**config.mk**
```make
export PLATFORM = sky130hd
export DESIGN_NAME = mem_port_ctrl_flat
export DESIGN_NICKNAME = d
export VERILOG_FILES = /design/src/rtl/mem_port_ctrl_if.sv /design/src/rtl/mem_port_ctrl.sv /design/src/flat_wrapper.sv
export SDC_FILE = /design/constraint.sdc
export NUM_CORES = 1
export LEC_CHECK = 0
export ABC_AREA = 1
export ABC_CLOCK_PERIOD_IN_PS = 3500
export CAP_MARGIN = 20
export CORE_MARGIN = 4
export CORE_UTILIZATION = 36
export DETAILED_ROUTE_END_ITERATION = 10
export PLACE_DENSITY = 0.91
export SYNTH_ARGS = -nofsm -noshare
export SYNTH_HDL_FRONTEND = slang
export SYNTH_SLANG_ARGS = --single-unit
export TNS_END_PERCENT = 20
```
**constraint.sdc**
```tcl
create_clock -name clk -period 3.5 [get_ports clk]
set_input_delay 0.7 -clock clk [delete_from_list [all_inputs] [get_ports clk]]
set_output_delay 0.7 -clock clk [all_outputs]
set_load 0.01 [all_outputs]
```
**src/rtl/mem_port_ctrl_if.sv**
```systemverilog
`default_nettype none
// ============================================================================
// Module      : mem_port_ctrl_if
// Description : Bundle of the request/grant signals between the pipeline
//               stages and the memory-port controller, plus the strobes and
//               data of the single 256-byte memory port.
//               master : the controller (initiator of the memory port)
//               slave  : the environment (pipeline stages + memory)
// Ports       : none (signal bundle only)
//               Fetch  : if_req, if_addr -> if_gnt, if_data
//               Data   : dm_req, dm_we, dm_addr, dm_wdata -> dm_gnt, dm_rdata
//               Irq/PC : irq -> irq_ack, pc_load, pc_value
//               Status : stall_cnt
//               Memory : mem_read, mem_write, mem_addr, mem_wdata <- mem_rdata
// Revision    : 1.0 - initial release
// ============================================================================
interface mem_port_ctrl_if;
    // Fetch stage
    logic       if_req;
    logic [7:0] if_addr;
    logic       if_gnt;
    logic [7:0] if_data;
    // Memory (data) stage
    logic       dm_req;
    logic       dm_we;
    logic [7:0] dm_addr;
    logic [7:0] dm_wdata;
    logic       dm_gnt;
    logic [7:0] dm_rdata;
    // Interrupt / PC redirect
    logic       irq;
    logic       irq_ack;
    logic       pc_load;
    logic [7:0] pc_value;
    // Status
    logic [7:0] stall_cnt;
    // Memory port
    logic       mem_read;
    logic       mem_write;
    logic [7:0] mem_addr;
    logic [7:0] mem_wdata;
    logic [7:0] mem_rdata;

    modport master (
        input  if_req, if_addr, dm_req, dm_we, dm_addr, dm_wdata, irq, mem_rdata,
        output if_gnt, if_data, dm_gnt, dm_rdata, irq_ack, pc_load, pc_value,
               stall_cnt, mem_read, mem_write, mem_addr, mem_wdata
    );

    modport slave (
        output if_req, if_addr, dm_req, dm_we, dm_addr, dm_wdata, irq, mem_rdata,
        input  if_gnt, if_data, dm_gnt, dm_rdata, irq_ack, pc_load, pc_value,
               stall_cnt, mem_read, mem_write, mem_addr, mem_wdata
    );
endinterface
`default_nettype wire

```
**src/rtl/mem_port_ctrl.sv**
```systemverilog
`default_nettype none
// ============================================================================
// Module      : mem_port_ctrl
// Description : Memory-port initiator for the 8-bit pipelined processor.
//               Owns the single port of the 256-byte Von Neumann memory,
//               arbitrates data load/store > interrupt vector > fetch,
//               sequences the reset-vector and interrupt-vector fetches and
//               returns zero-latency grants/read data to the stages.
// Ports       : clk   - clock
//               reset - synchronous, active-high reset
//               bus   - mem_port_ctrl_if.master (request/grant + memory port)
// Revision    : 1.0 - initial release
// ============================================================================
module mem_port_ctrl #(
    parameter logic [7:0] RESET_VEC = 8'h00,
    parameter logic [7:0] INT_VEC   = 8'h01
) (
    input  wire logic       clk,
    input  wire logic       reset,
    mem_port_ctrl_if.master bus
);

    typedef enum logic [1:0] {
        ST_BOOT = 2'd0,
        ST_RUN  = 2'd1,
        ST_IVEC = 2'd2
    } state_t;

    localparam logic [7:0] c_STALL_MAX = 8'hFF;

    // ------------------------------------------------------------------
    // Registered state
    // ------------------------------------------------------------------
    state_t     r_state;
    logic       r_irq_q;
    logic       r_irq_pend;
    logic [7:0] r_stall_cnt;

    // ------------------------------------------------------------------
    // Combinational decode
    // ------------------------------------------------------------------
    state_t     w_next;
    logic       w_if_gnt;
    logic [7:0] w_if_data;
    logic       w_dm_gnt;
    logic [7:0] w_dm_rdata;
    logic       w_irq_ack;
    logic       w_pc_load;
    logic [7:0] w_pc_value;
    logic       w_mem_read;
    logic       w_mem_write;
    logic [7:0] w_mem_addr;
    logic [7:0] w_mem_wdata;
    logic       w_irq_rise;
    logic       w_stall_inc;

    always_comb begin
        w_next      = r_state;
        w_if_gnt    = 1'b0;
        w_if_data   = 8'h00;
        w_dm_gnt    = 1'b0;
        w_dm_rdata  = 8'h00;
        w_irq_ack   = 1'b0;
        w_pc_load   = 1'b0;
        w_pc_value  = 8'h00;
        w_mem_read  = 1'b0;
        w_mem_write = 1'b0;
        w_mem_addr  = 8'h00;
        w_mem_wdata = 8'h00;

        case (r_state)
            ST_BOOT: begin
                w_mem_read = 1'b1;
                w_mem_addr = RESET_VEC;
                w_pc_load  = 1'b1;
                w_pc_value = bus.mem_rdata;
                w_next     = ST_RUN;
            end

            ST_RUN: begin
                if (bus.dm_req) begin
                    w_dm_gnt   = 1'b1;
                    w_mem_addr = bus.dm_addr;
                    if (bus.dm_we) begin
                        w_mem_write = 1'b1;
                        w_mem_wdata = bus.dm_wdata;
                    end else begin
                        w_mem_read = 1'b1;
                        w_dm_rdata = bus.mem_rdata;
                    end
                end else if (r_irq_pend) begin
                    // Port is left idle for one cycle so the vector fetch
                    // starts from a clean RUN->IVEC transition.
                    w_next = ST_IVEC;
                end else if (bus.if_req) begin
                    w_if_gnt   = 1'b1;
                    w_mem_read = 1'b1;
                    w_mem_addr = bus.if_addr;
                    w_if_data  = bus.mem_rdata;
                end
            end

            ST_IVEC: begin
                w_mem_read = 1'b1;
                w_mem_addr = INT_VEC;
                w_pc_load  = 1'b1;
                w_pc_value = bus.mem_rdata;
                w_irq_ack  = 1'b1;
                w_next     = ST_RUN;
            end

            default: begin
                w_next = ST_BOOT;
            end
        endcase

        // Every output is forced quiet while reset is held.
        if (reset) begin
            w_if_gnt    = 1'b0;
            w_if_data   = 8'h00;
            w_dm_gnt    = 1'b0;
            w_dm_rdata  = 8'h00;
            w_irq_ack   = 1'b0;
            w_pc_load   = 1'b0;
            w_pc_value  = 8'h00;
            w_mem_read  = 1'b0;
            w_mem_write = 1'b0;
            w_mem_addr  = 8'h00;
            w_mem_wdata = 8'h00;
        end
    end

    assign w_irq_rise  = bus.irq & ~r_irq_q;
    assign w_stall_inc = bus.if_req & ~w_if_gnt;

    // ------------------------------------------------------------------
    // State update
    // ------------------------------------------------------------------
    always_ff @(posedge clk) begin
        if (reset) begin
            r_state     <= ST_BOOT;
            r_irq_q     <= 1'b0;
            r_irq_pend  <= 1'b0;
            r_stall_cnt <= 8'h00;
        end else begin
            r_state <= w_next;
            r_irq_q <= bus.irq;
            // A new edge in the same cycle as the IVEC clear survives.
            r_irq_pend <= w_irq_rise | (r_irq_pend & (r_state != ST_IVEC));
            if (w_stall_inc && (r_stall_cnt != c_STALL_MAX)) begin
                r_stall_cnt <= r_stall_cnt + 8'd1;
            end
        end
    end

    // ------------------------------------------------------------------
    // Outputs
    // ------------------------------------------------------------------
    assign bus.if_gnt    = w_if_gnt;
    assign bus.if_data   = w_if_data;
    assign bus.dm_gnt    = w_dm_gnt;
    assign bus.dm_rdata  = w_dm_rdata;
    assign bus.irq_ack   = w_irq_ack;
    assign bus.pc_load   = w_pc_load;
    assign bus.pc_value  = w_pc_value;
    assign bus.stall_cnt = reset ? 8'h00 : r_stall_cnt;
    assign bus.mem_read  = w_mem_read;
    assign bus.mem_write = w_mem_write;
    assign bus.mem_addr  = w_mem_addr;
    assign bus.mem_wdata = w_mem_wdata;

endmodule
`default_nettype wire

```
**src/flat_wrapper.sv**
```systemverilog
// flat-port wrapper written by rule: the top's interface ports become plain ports
module mem_port_ctrl_flat 
#(
    parameter logic [7:0] RESET_VEC = 8'h00,
    parameter logic [7:0] INT_VEC   = 8'h01
)
  (clk, reset, bus_if_req, bus_if_addr, bus_dm_req, bus_dm_we, bus_dm_addr, bus_dm_wdata, bus_irq, bus_mem_rdata, bus_if_gnt, bus_if_data, bus_dm_gnt, bus_dm_rdata, bus_irq_ack, bus_pc_load, bus_pc_value, bus_stall_cnt, bus_mem_read, bus_mem_write, bus_mem_addr, bus_mem_wdata);
  mem_port_ctrl_if bus_i ();
  input  wire logic clk;
  input  wire logic reset;
  input wire logic [$bits(bus_i.if_req)-1:0] bus_if_req;
  input wire logic [$bits(bus_i.if_addr)-1:0] bus_if_addr;
  input wire logic [$bits(bus_i.dm_req)-1:0] bus_dm_req;
  input wire logic [$bits(bus_i.dm_we)-1:0] bus_dm_we;
  input wire logic [$bits(bus_i.dm_addr)-1:0] bus_dm_addr;
  input wire logic [$bits(bus_i.dm_wdata)-1:0] bus_dm_wdata;
  input wire logic [$bits(bus_i.irq)-1:0] bus_irq;
  input wire logic [$bits(bus_i.mem_rdata)-1:0] bus_mem_rdata;
  output wire logic [$bits(bus_i.if_gnt)-1:0] bus_if_gnt;
  output wire logic [$bits(bus_i.if_data)-1:0] bus_if_data;
  output wire logic [$bits(bus_i.dm_gnt)-1:0] bus_dm_gnt;
  output wire logic [$bits(bus_i.dm_rdata)-1:0] bus_dm_rdata;
  output wire logic [$bits(bus_i.irq_ack)-1:0] bus_irq_ack;
  output wire logic [$bits(bus_i.pc_load)-1:0] bus_pc_load;
  output wire logic [$bits(bus_i.pc_value)-1:0] bus_pc_value;
  output wire logic [$bits(bus_i.stall_cnt)-1:0] bus_stall_cnt;
  output wire logic [$bits(bus_i.mem_read)-1:0] bus_mem_read;
  output wire logic [$bits(bus_i.mem_write)-1:0] bus_mem_write;
  output wire logic [$bits(bus_i.mem_addr)-1:0] bus_mem_addr;
  output wire logic [$bits(bus_i.mem_wdata)-1:0] bus_mem_wdata;
  assign bus_i.if_req = bus_if_req;
  assign bus_i.if_addr = bus_if_addr;
  assign bus_i.dm_req = bus_dm_req;
  assign bus_i.dm_we = bus_dm_we;
  assign bus_i.dm_addr = bus_dm_addr;
  assign bus_i.dm_wdata = bus_dm_wdata;
  assign bus_i.irq = bus_irq;
  assign bus_i.mem_rdata = bus_mem_rdata;
  assign bus_if_gnt = bus_i.if_gnt;
  assign bus_if_data = bus_i.if_data;
  assign bus_dm_gnt = bus_i.dm_gnt;
  assign bus_dm_rdata = bus_i.dm_rdata;
  assign bus_irq_ack = bus_i.irq_ack;
  assign bus_pc_load = bus_i.pc_load;
  assign bus_pc_value = bus_i.pc_value;
  assign bus_stall_cnt = bus_i.stall_cnt;
  assign bus_mem_read = bus_i.mem_read;
  assign bus_mem_write = bus_i.mem_write;
  assign bus_mem_addr = bus_i.mem_addr;
  assign bus_mem_wdata = bus_i.mem_wdata;
  mem_port_ctrl #(.RESET_VEC(RESET_VEC), .INT_VEC(INT_VEC)) u_core (.clk(clk), .reset(reset), .bus(bus_i));
endmodule
```
; Word-level counts from Yosys, hierarchy flattened
; Index checks and enable logic that the tools add are counted.
[op_classes]
n_mux = 44
n_reduce_logical = 4
eq_ne = 6
n_addsub = 1
n_bitwise = 6
[op_table]
columns = operator, n
row1 = $mux 8, 20
row2 = $mux 1, 19
row3 = $pmux 8 s2, 1
row4 = $add 8x1->8 const B, 1
row5 = $ne 8x8->1 const B, 1
row6 = $mux 2, 2
row7 = $ne 2x2->1 const B, 2
row8 = $pmux 2 s2, 1
row9 = $and 1x1->1, 3
row10 = $eq 2x1->1 const B, 1
row11 = $eq 2x2->1 const B, 1
row12 = $logic_not 2->1, 1
row13 = $ne 2x1->1 const B, 1
row14 = $not 1->1, 2
row15 = $pmux 1 s2, 1
row16 = $reduce_and 2->1, 1
row17 = $reduce_or 2->1, 1
row18 = $logic_and 1x1->1, 1
row19 = $or 1x1->1, 1
[totals]
reg_bits = 12

; Logic depth before layout (Yosys ltp)
; Gate-level depths: netlist of the first run.
[logic_depth]
depth_word = 8
ltp_mapped = 9

; Least setup slack after synthesis of the first run
; No wires, ideal clock.
[synth_path]
path_type = in2out
from = input bus_dm_req
to = output bus_mem_read
t_arrival_ns = 1.537
required_time_ns = 2.800
setup_slack_ns = 1.263
cell_stages = 4
n_path_buf = 1
cell_sequence = buf_6 nor3_4 nand2_1 a211oi_1
[synth_via]
elab_chain_len = 3
[synth_lines]
columns = item, line_no
row1 = from (decl), flat_wrapper.sv:13  ; input wire logic [$bits(bus_i.dm_req)-1:0] bus_dm_req;
row2 = $mux 1, mem_port_ctrl.sv:81  ; if (bus.dm_req) begin
row3 = $pmux 1 s2, mem_port_ctrl.sv:71  ; case (r_state)
row4 = $mux 1, mem_port_ctrl.sv:118  ; if (reset) begin
row5 = to (decl), flat_wrapper.sv:27  ; output wire logic [$bits(bus_i.mem_read)-1:0] bus_mem_read;
; No other way between the ends.

; Worst setup path in the final report of the first run
[layout_path]
from = input bus_if_req
to = output bus_if_data[3]
[layout_via]
elab_chain_len = 5
[layout_lines]
columns = item, line_no
row1 = from (decl), flat_wrapper.sv:11  ; input wire logic [$bits(bus_i.if_req)-1:0] bus_if_req;
row2 = $mux 8, mem_port_ctrl.sv:95  ; end else if (bus.if_req) begin
row3 = $mux 8, mem_port_ctrl.sv:91  ; end else if (r_irq_pend) begin
row4 = $mux 8, mem_port_ctrl.sv:81
row5 = $mux 8, mem_port_ctrl.sv:71
row6 = $mux 8, mem_port_ctrl.sv:118
row7 = to (decl), flat_wrapper.sv:20  ; output wire logic [$bits(bus_i.if_data)-1:0] bus_if_data;
; No other way between the ends.

==> results of run 1 <==
## per-layer routing
| layer | track usage (%) | vias up |
|---|---|---|
| met3 | 4.333 | 6 |
| met4 | 4.485 | 0 |
| met2 | 35.82 | 65 |
| met5 | 0 | - |
| li1 | - | 786 |
| met1 | 22.85 | 665 |
## final timing paths
kind / start / endpoint / slack (ps) / depth (start not counted)
max: bus_if_req / bus_if_data[3] / 300 / 6
min reg2reg: u_core.r_irq_q$_SDFF_PP0_ / u_core.r_irq_pend$_SDFF_PP0_ / 410 / 1
min: u_core.r_irq_q$_SDFF_PP0_ / u_core.r_irq_pend$_SDFF_PP0_ / 410 / 1
max reg2reg: u_core.r_state[1]$_SDFFE_PP0P_ / u_core.r_stall_cnt[3]$_SDFFE_PP0P_ / 1780 / 8
## critical path: cells and delay by family
kind | cells | cell delay [ps]
buffers and inverters | 3 | 1200
and+or+nand+nor | 3 | 580
## registers in the layout, indices dropped and copies added, names as in the netlist
register and cells:
u_core.r_irq_pend 1, u_core.r_irq_q 1, u_core.r_stall_cnt 8, u_core.r_state 2
## metrics by stage
stage,std cells,hold WS [ps],total power [mW]
global route,334,430.5,0.4371
finish,334,410.6,0.4090
global placement,331,399.5,0.3250
floorplan,197,396.3,0.2289
detailed placement,331,404.9,0.3305
CTS,334,414.7,0.4114
## layout make-up
class / instances / share of cell area, %
Timing Repair Buffer: 95 / 44.08
Multi-Input combinational cell: 142 / 34.35
Inverter: 38 / 6.682
Tap cell: 44 / 2.579
Sequential cell: 12 / 11.25
Clock buffer: 3 / 1.055
## where the power goes
group          switching (mW)  internal [mW]
Combinational          0.0799         0.0965
Clock                  0.0426         0.0398
Sequential            0.00756          0.143
## synthesized netlist by cell type
cell / count
nor2_4: 1
inv_2: 2
nor2_2: 2
nand2_1: 36
nor2_1: 58
clkbuf_1: 1
buf_2: 3
a21oi_1: 3
a22oi_1: 7
inv_1: 36
nand3_2: 2
o21ai_0: 2
nand3_1: 6
o31ai_1: 1
a211oi_1: 1
a31o_2: 1
nand4_1: 2
or2_2: 1
buf_6: 1
a21boi_0: 1
nor3_4: 1
nand2_2: 2
dfxtp_1: 12
xor2_1: 3
ha_1: 5
a21oi_2: 7
## layout by cell type, fill, tap and decap left out, types with 2 or more instances in the layout
| cell type | count |
|---|---|
| clkdlybuf4s50_1 | 91 |
| nor2_1 | 58 |
| inv_1 | 36 |
| nand2_1 | 36 |
| dfxtp_1 | 12 |
| a22oi_1 | 7 |
| a21oi_2 | 7 |
| nand3_1 | 6 |
| ha_1 | 5 |
| buf_4 | 4 |
| a21oi_1 | 3 |
| xor2_1 | 3 |
| clkbuf_4 | 3 |
| nor2_2 | 2 |
| inv_2 | 2 |
| nand3_2 | 2 |
| nand2_2 | 2 |
| o21ai_0 | 2 |
| nand4_1 | 2 |
## logic make-up (layout without fill, tap and decap cells)
logic type	after synthesis	in the layout	share of synthesized area, %
AOI/OAI and AO/OA	23	23	14.85
xor gates and xnor gates	3	3	2.293
adders and majority gates	5	5	5.459
buffers and inverters	43	136	15.07
DFF	12	12	20.96
and+or+nand+nor	111	111	41.38
==> impl_metrics.yaml, run 1 <==
clock_tree:
  ctsHoldBuffers: 0
  cts.htree.levels: 1
  clkTransAtPathRegs_ps: 70
  clockRootBuffer: "clkbuf_4"
  clock_sinks: 12
  insertion_delay_ps: 270
  cts_buffers: 3
  postCtsSetupRepairBufs: 0
  tritoncts: "yes"
  cts_buffer_depth: 2
  ctsResizeCount: 0
timing:
  tightest_slew_ps: 293.7
  rsz0062_at_grt: "no"
  relSlewSlack_pct: 80.37
  fin_crit_ps: 3196
  drv_slew: 0
  fin_skew_ps: 4.712
  setup_viol: 0
  hold_violations: 0
  layout_setup_ws_ps: 304.0
  finalSetupTns_ps: 0
  fmax_mhz: 312.9
  post-route-period-util_pct: 91.31
final_layout:
  multiInputGateArea_um2: 733.2
  synthToLayoutAreaGrowth_pct: 86.24
  final_util_pct: 69.92
  seq_area_um2: 240.2
  final_nets: 335
  n_antenna_cell: 0
  fill_cells: 250
  drive_gt1_share_pct: 8.966
  stdcell_area_mm2: 0.002135
global_routing:
  antenna_found_initial: 0
  grt_overflow: 0
  grt_max_degree: 14
  grt_use_total_pct: 19.49
  grt_pass1_wl_um: 6658
  grt_pass1_vias: 1477
synth:
  synthTopCellsByArea: "dfxtp_1, nor2_1, inv_1"
  synth_cell_types: 26
  synth_top_area_cell: "dfxtp_1"
  synth_seq_cells: 12
  syn-cell-area_mm2: 0.001146
  syn-instance-count: 197
  synth.avg_cell_area_um2: 5.818
  synth_top_area_share_pct: 20.96
  synth_nets: 240
  yosys_warnings: 0
  ys_seq_area_share_pct: 20.96
route:
  highest_layer: "met4"
  viasPerCell: 4.557
  vias: 1522
  wl_met1_um: 1663
  dr_wl_met2_um: 1875
  route.met3.wl_um: 352
  drt_pass1_iterations: 4
  drc: 0
  drt-initial-drc-count: 56
  postRouteAntennaNets: 0
  wirelength_um: 3939
  wl_per_cell_um: 11.79
worst_hold_path:
  hp-class: "register to register"
die:
  die_area_mm2: 0.004151
  rows: 20
  fp.coreArea_mm2: 0.003053
  start_util_pct: 37.54
  fp.dieW_um: 64.43
  boundaryPins: 92
  die-height_um: 64.43
setup_path:
  critical-path-slowest-cell: "clkdlybuf4s50_1"
  path_max_fanout: 12
  critical_path.endpoint_type: "output port"
  crit_path_cell_trace: "clkdlybuf4s50_1 > inv_1 > nor2_1 > nand3_2 > nor2_1 > clkdlybuf4s50_1"
  crit_type: "input pin to output port"
  cp-start-kind: "input pin"
  required_ps: 2800
  critical_path.max_stage_delay_ps: 550
  worst-endpoint-arrival_ps: 2500
placement:
  place_area_mm2: 0.002112
  io_buffers: 91
  dp_slack_ps: 331.6
  gp_congestion: 0.8000
  place_hpwl_um: 3316
power_and_ir_drop:
  peakVddDrop_mv: 0.1899
  leakage_nw: 0.9076
  p_per_area_mw_per_mm2: 191.6
run_status:
  status: "completed"
job:
  maxCapViolations: 0
Power figures use the tool's default switching activity.
==> run 2: changes to the inputs <==
--- a/config.mk
+++ b/config.mk
@@ -11,7 +11,7 @@
 export CORE_MARGIN = 4
 export CORE_UTILIZATION = 36
 export DETAILED_ROUTE_END_ITERATION = 10
-export PLACE_DENSITY = 0.91
+export PLACE_DENSITY_LB_ADDON = 0.08
 export SYNTH_ARGS = -nofsm -noshare
 export SYNTH_HDL_FRONTEND = slang
 export SYNTH_SLANG_ARGS = --single-unit
==> run 2 against run 1 <==
Combinational power is essentially flat. Critical path depth is the same. Flip-flop and latch count is the same. Critical endpoint unchanged. Core utilization grew 0.45 points. Maximum frequency grew 0.63%. Die area is the same. Count of clock-buffer cells in the layout grew 1. Global-route usage shrank 0.66 points. Clock power grew 32%.
==> impl_metrics.yaml, run 2 (same netlist as run 1, synthesis figures left out) <==
route:
  postRouteAntennaNets: 0
  drt_pass1_iterations: 5
  vias: 1519
  viasPerCell: 4.534
  wirelength_um: 3797
  drt-initial-drc-count: 86
  drc: 0
  wl_per_cell_um: 11.33
clock_tree:
  clockRootBuffer: "clkbuf_4"
  ctsHoldBuffers: 0
  postCtsSetupRepairBufs: 0
  insertion_delay_ps: 270
  cts.htree.levels: 1
  tritoncts: "yes"
  ctsResizeCount: 0
  clock_sinks: 12
  cts_buffer_depth: 2
  clkTransAtPathRegs_ps: 70
  cts_buffers: 3
power_and_ir_drop:
  intPower_mw: 0.3023
  peakVddDrop_mv: 0.2142
  leakage_nw: 0.9147
  p_per_area_mw_per_mm2: 201.4
  netSwitchingFraction_pct: 30.15
  p_clk_share_pct: 25.1
  p_comb_share_pct: 40.3
  p_switching_mw: 0.1305
  p_total_mw: 0.4327
  p_seq_share_pct: 34.6
timing:
  drv_slew: 0
  fin_crit_ps: 3176
  fin_skew_ps: 1.619
  hold_violations: 0
  relSlewSlack_pct: 80.19
  tightest_slew_ps: 296.9
  rsz0062_at_grt: "no"
  fmax_mhz: 314.9
  setup_viol: 0
  finalSetupTns_ps: 0
  post-route-period-util_pct: 90.74
global_routing:
  grt_max_degree: 13
  grt_use_total_pct: 18.83
  grt_pass1_wl_um: 6382
  grt_overflow: 0
  antenna_found_initial: 0
  grt_pass1_vias: 1432
setup_path:
  required_ps: 2800
  path_max_fanout: 12
  worst-endpoint-arrival_ps: 2480
  critical_path.endpoint_type: "output port"
  reg2reg_to: "u_core.r_stall_cnt[1]$_SDFFE_PP0P_"
  r2r-start: "u_core.r_state[1]$_SDFFE_PP0P_"
  cp-start-kind: "input pin"
  r2r_setup_slack_ps: 1790
  crit_type: "input pin to output port"
  r2r_cells: 9
final_layout:
  final_nets: 335
  n_antenna_cell: 0
  drive_gt1_share_pct: 9.278
  final_common_cell: "clkdlybuf4s50_1"
  regMostFlops: "u_core.r_stall_cnt"
  reg_top3: "u_core.r_stall_cnt (8), u_core.r_state (2)"
  largest_reg_flops: 8
  final_cell_mix: "clkdlybuf4s50_1, nor2_1, inv_1, nand2_1, dfxtp_1"
  synthToLayoutAreaGrowth_pct: 87.45
die:
  rows: 20
  die-height_um: 64.43
  die_area_mm2: 0.004151
  fp.coreArea_mm2: 0.003053
  start_util_pct: 37.54
  fp.dieW_um: 64.43
  boundaryPins: 92
placement:
  io_buffers: 91
  place_hpwl_um: 3275
  gp_congestion: 0.8080
worst_hold_path:
  hold_depth: 1
  min_from: "u_core.r_irq_q$_SDFF_PP0_"
  hp-class: "register to register"
  min_to: "u_core.r_irq_pend$_SDFF_PP0_"
run_status:
  status: "completed"
job:
  maxCapViolations: 0
run 2: cell types whose count changed in the layout (fill, tap and decap cells not counted), sizes merged:
cell / before / now
clkbuf: 3 / 4
run 2: how the worst max path moves through the flow:
stage,startpoint,end,cells after the start,slack [ps]
4_1_cts,bus_if_req,bus_if_data[3],6,310
6_report,bus_if_req,bus_if_data[3],6,320
5_1_grt,bus_if_req,bus_if_data[3],6,130
3_5_place_dp,reset,bus_mem_addr[2],7,330
2_1_floorplan,bus_dm_req,bus_mem_read,4,1260
3_3_place_gp,bus_if_req,bus_if_data[3],6,350
run 2: final cells by class:
class                      instances  area, um^2
multi-input combinational        142       733.2
inverter                          38       142.6
timing repair buffer              95       940.9
fill                             284       904.6
tap                               44       55.05
clock buffer                       4       36.28
sequential                        12       240.2
run 2: power by group through the flow:
| stage | clock network, mW | registers [mW] | logic, mW |
|---|---|---|---|
| 2_1_floorplan | 0 | 0.151 | 0.0778 |
| 3_3_place_gp | 0 | 0.153 | 0.174 |
| 3_5_place_dp | 0 | 0.153 | 0.176 |
| 4_1_cts | 0.112 | 0.150 | 0.176 |
| 5_1_grt | 0.118 | 0.151 | 0.192 |
| 6_report | 0.109 | 0.150 | 0.174 |
run 2: metrics by stage:
step                      cells  hold slack (ps)  setup slack [ps]  utilization, %  area (um^2)
after global placement      331            401.6             353.9           69.18         2112
after floorplan             197            396.3              1263               -         1146
after detailed placement    331            405.6             329.1           69.18         2112
final                       335            411.7             324.0           70.37         2148
after global routing        335            434.9             131.7           70.37         2148
after CTS                   335            412.8             313.9           70.37         2148
run 2: critical path, stage by stage:
cell             delay (ps)
clkdlybuf4s50_1         560
inv_1                   120
nor2_1                  130
nand3_2                 240
nor2_1                  160
clkdlybuf4s50_1         570
run 2: layer usage:
layer  share of wire, %  track usage (%)
met2                 47            33.38
met1                 44            23.89
met4                  0           0.7916
met5                  0                0
met3                9.2            5.199
==> run 3: changes to the inputs <==
==> constraint.sdc (replaced) <==
create_clock -name clk -period 3.5 [get_ports clk]
set_input_delay 0.7 -clock clk [delete_from_list [all_inputs] [get_ports clk]]
set_output_delay 0.7 -clock clk [all_outputs]
set_load 0.05 [all_outputs]
==> run 3 against run 2 <==
Power grew 26%. Flip-flop and latch count is the same. Highest routed layer is now met4. Clock skew grew 3.1 ps. Cell area grew 18%.
==> impl_metrics.yaml, run 3 (same netlist as run 1, synthesis figures left out) <==
setup_path:
  path_max_fanout: 11
  r2r_cells: 9
  r2r-start: "u_core.r_state[1]$_SDFFE_PP0P_"
  r2r_setup_slack_ps: 1760
  crit_type: "input pin to output port"
  cp-start-kind: "input pin"
  crit_end: "bus_dm_rdata[4]"
  crit_start: "bus_dm_req"
  required_ps: 2800
  critical_path.endpoint_type: "output port"
  worst-endpoint-arrival_ps: 2440
  reg2reg_to: "u_core.r_stall_cnt[6]$_SDFFE_PP0P_"
clock_tree:
  clockRootBuffer: "clkbuf_4"
  cts_buffer_depth: 2
  cts.htree.levels: 1
  clock_sinks: 12
  tritoncts: "yes"
  postCtsSetupRepairBufs: 0
  ctsHoldBuffers: 0
  cts_buffers: 3
  insertion_delay_ps: 290
  clkTransAtPathRegs_ps: 70
  ctsResizeCount: 0
placement:
  place_area_mm2: 0.002492
  placedCellCount: 328
  io_buffers: 91
  gp_congestion: 0.8175
  place_hpwl_um: 3736
run_status:
  status: "completed"
power_and_ir_drop:
  peakVddDrop_mv: 0.2243
  leakage_nw: 1.129
  p_total_mw: 0.5459
  p_per_area_mw_per_mm2: 215.9
final_layout:
  fill_cells: 210
  final_cells: 332
  final_util_pct: 82.83
  largest_reg_flops: 8
  final_cell_mix: "nor2_1, buf_12, clkdlybuf4s50_1"
  final_common_cell: "nor2_1"
  n_antenna_cell: 0
  final_nets: 332
  drive_gt1_share_pct: 27.08
  regMostFlops: "u_core.r_stall_cnt"
  synthToLayoutAreaGrowth_pct: 120.6
  reg_top3: "u_core.r_stall_cnt (8), u_core.r_state (2)"
  stdcell_area_mm2: 0.002529
global_routing:
  grt_overflow: 0
  grt_use_total_pct: 20.52
  antenna_found_initial: 0
  grt_pass1_vias: 1515
  grt_pass1_wl_um: 6837
  grt_max_degree: 20
route:
  wirelength_um: 4341
  drc: 0
  vias: 1553
  drt_pass1_iterations: 4
  postRouteAntennaNets: 0
  viasPerCell: 4.678
  wl_per_cell_um: 13.08
  drt-initial-drc-count: 71
timing:
  fin_skew_ps: 4.755
  finalSetupTns_ps: 0
  hold_violations: 0
  setup_viol: 0
  fin_crit_ps: 3136
  tightest_slew_ps: 420.8
  relSlewSlack_pct: 71.86
  post-route-period-util_pct: 89.59
  rsz0062_at_grt: "no"
  drv_slew: 0
  fmax_mhz: 318.9
worst_hold_path:
  hp-class: "register to register"
die:
  fp.dieW_um: 64.43
  fp.coreArea_mm2: 0.003053
  die_area_mm2: 0.004151
  start_util_pct: 37.54
  die-height_um: 64.43
  rows: 20
  boundaryPins: 92
job:
  maxCapViolations: 0
## run 3: worst min path at each step
stage / to / start / slack (ps) / depth (start not counted)
after detailed placement: u_core.r_irq_pend$_SDFF_PP0_ / u_core.r_irq_q$_SDFF_PP0_ / 410 / 1
after CTS: u_core.r_irq_pend$_SDFF_PP0_ / u_core.r_irq_q$_SDFF_PP0_ / 420 / 1
after global placement: u_core.r_irq_pend$_SDFF_PP0_ / u_core.r_irq_q$_SDFF_PP0_ / 400 / 1
after floorplan: u_core.r_irq_pend$_SDFF_PP0_ / u_core.r_irq_q$_SDFF_PP0_ / 400 / 1
after global routing: u_core.r_irq_pend$_SDFF_PP0_ / u_core.r_irq_q$_SDFF_PP0_ / 430 / 1
final: u_core.r_irq_pend$_SDFF_PP0_ / u_core.r_irq_q$_SDFF_PP0_ / 410 / 1
## run 3: cell type report
type	count	area, um^2	share of cell area, %
clock buffer	4	36.28	1.435
timing repair buffer	92	1321	52.25
multi-input combinational	142	733.2	29.00
tap	44	55.05	2.177
inverter	38	142.6	5.641
sequential	12	240.2	9.500
## run 3: routing by layer
layer	global-route usage (%)	vias up	share of wire, %
met5	0	-	0
li1	-	782	-
met2	38.14	72	49
met1	24.34	690	41
met3	2.946	9	8.4
met4	5.541	0	1.2
## run 3: metrics by stage
step           setup slack, ps  hold WS, ps
4_1_cts                  368.2        416.8
2_1_floorplan            437.1        396.3
5_1_grt                  238.5        428.0
3_5_place_dp             364.0        405.7
6_report                 364.3        413.6
3_3_place_gp             421.7        400.7
## run 3: power breakdown
part | switching (mW) | internal [mW]
Combinational | 0.152 | 0.128
Sequential | 0.00705 | 0.143
Clock | 0.0522 | 0.0635
## run 3: critical path, cell delays in order
cell,delay [ps]
clkdlybuf4s50_1,730
nand2_1,140
nor2_2,190
nand2_1,230
nor2_1,270
buf_12,170
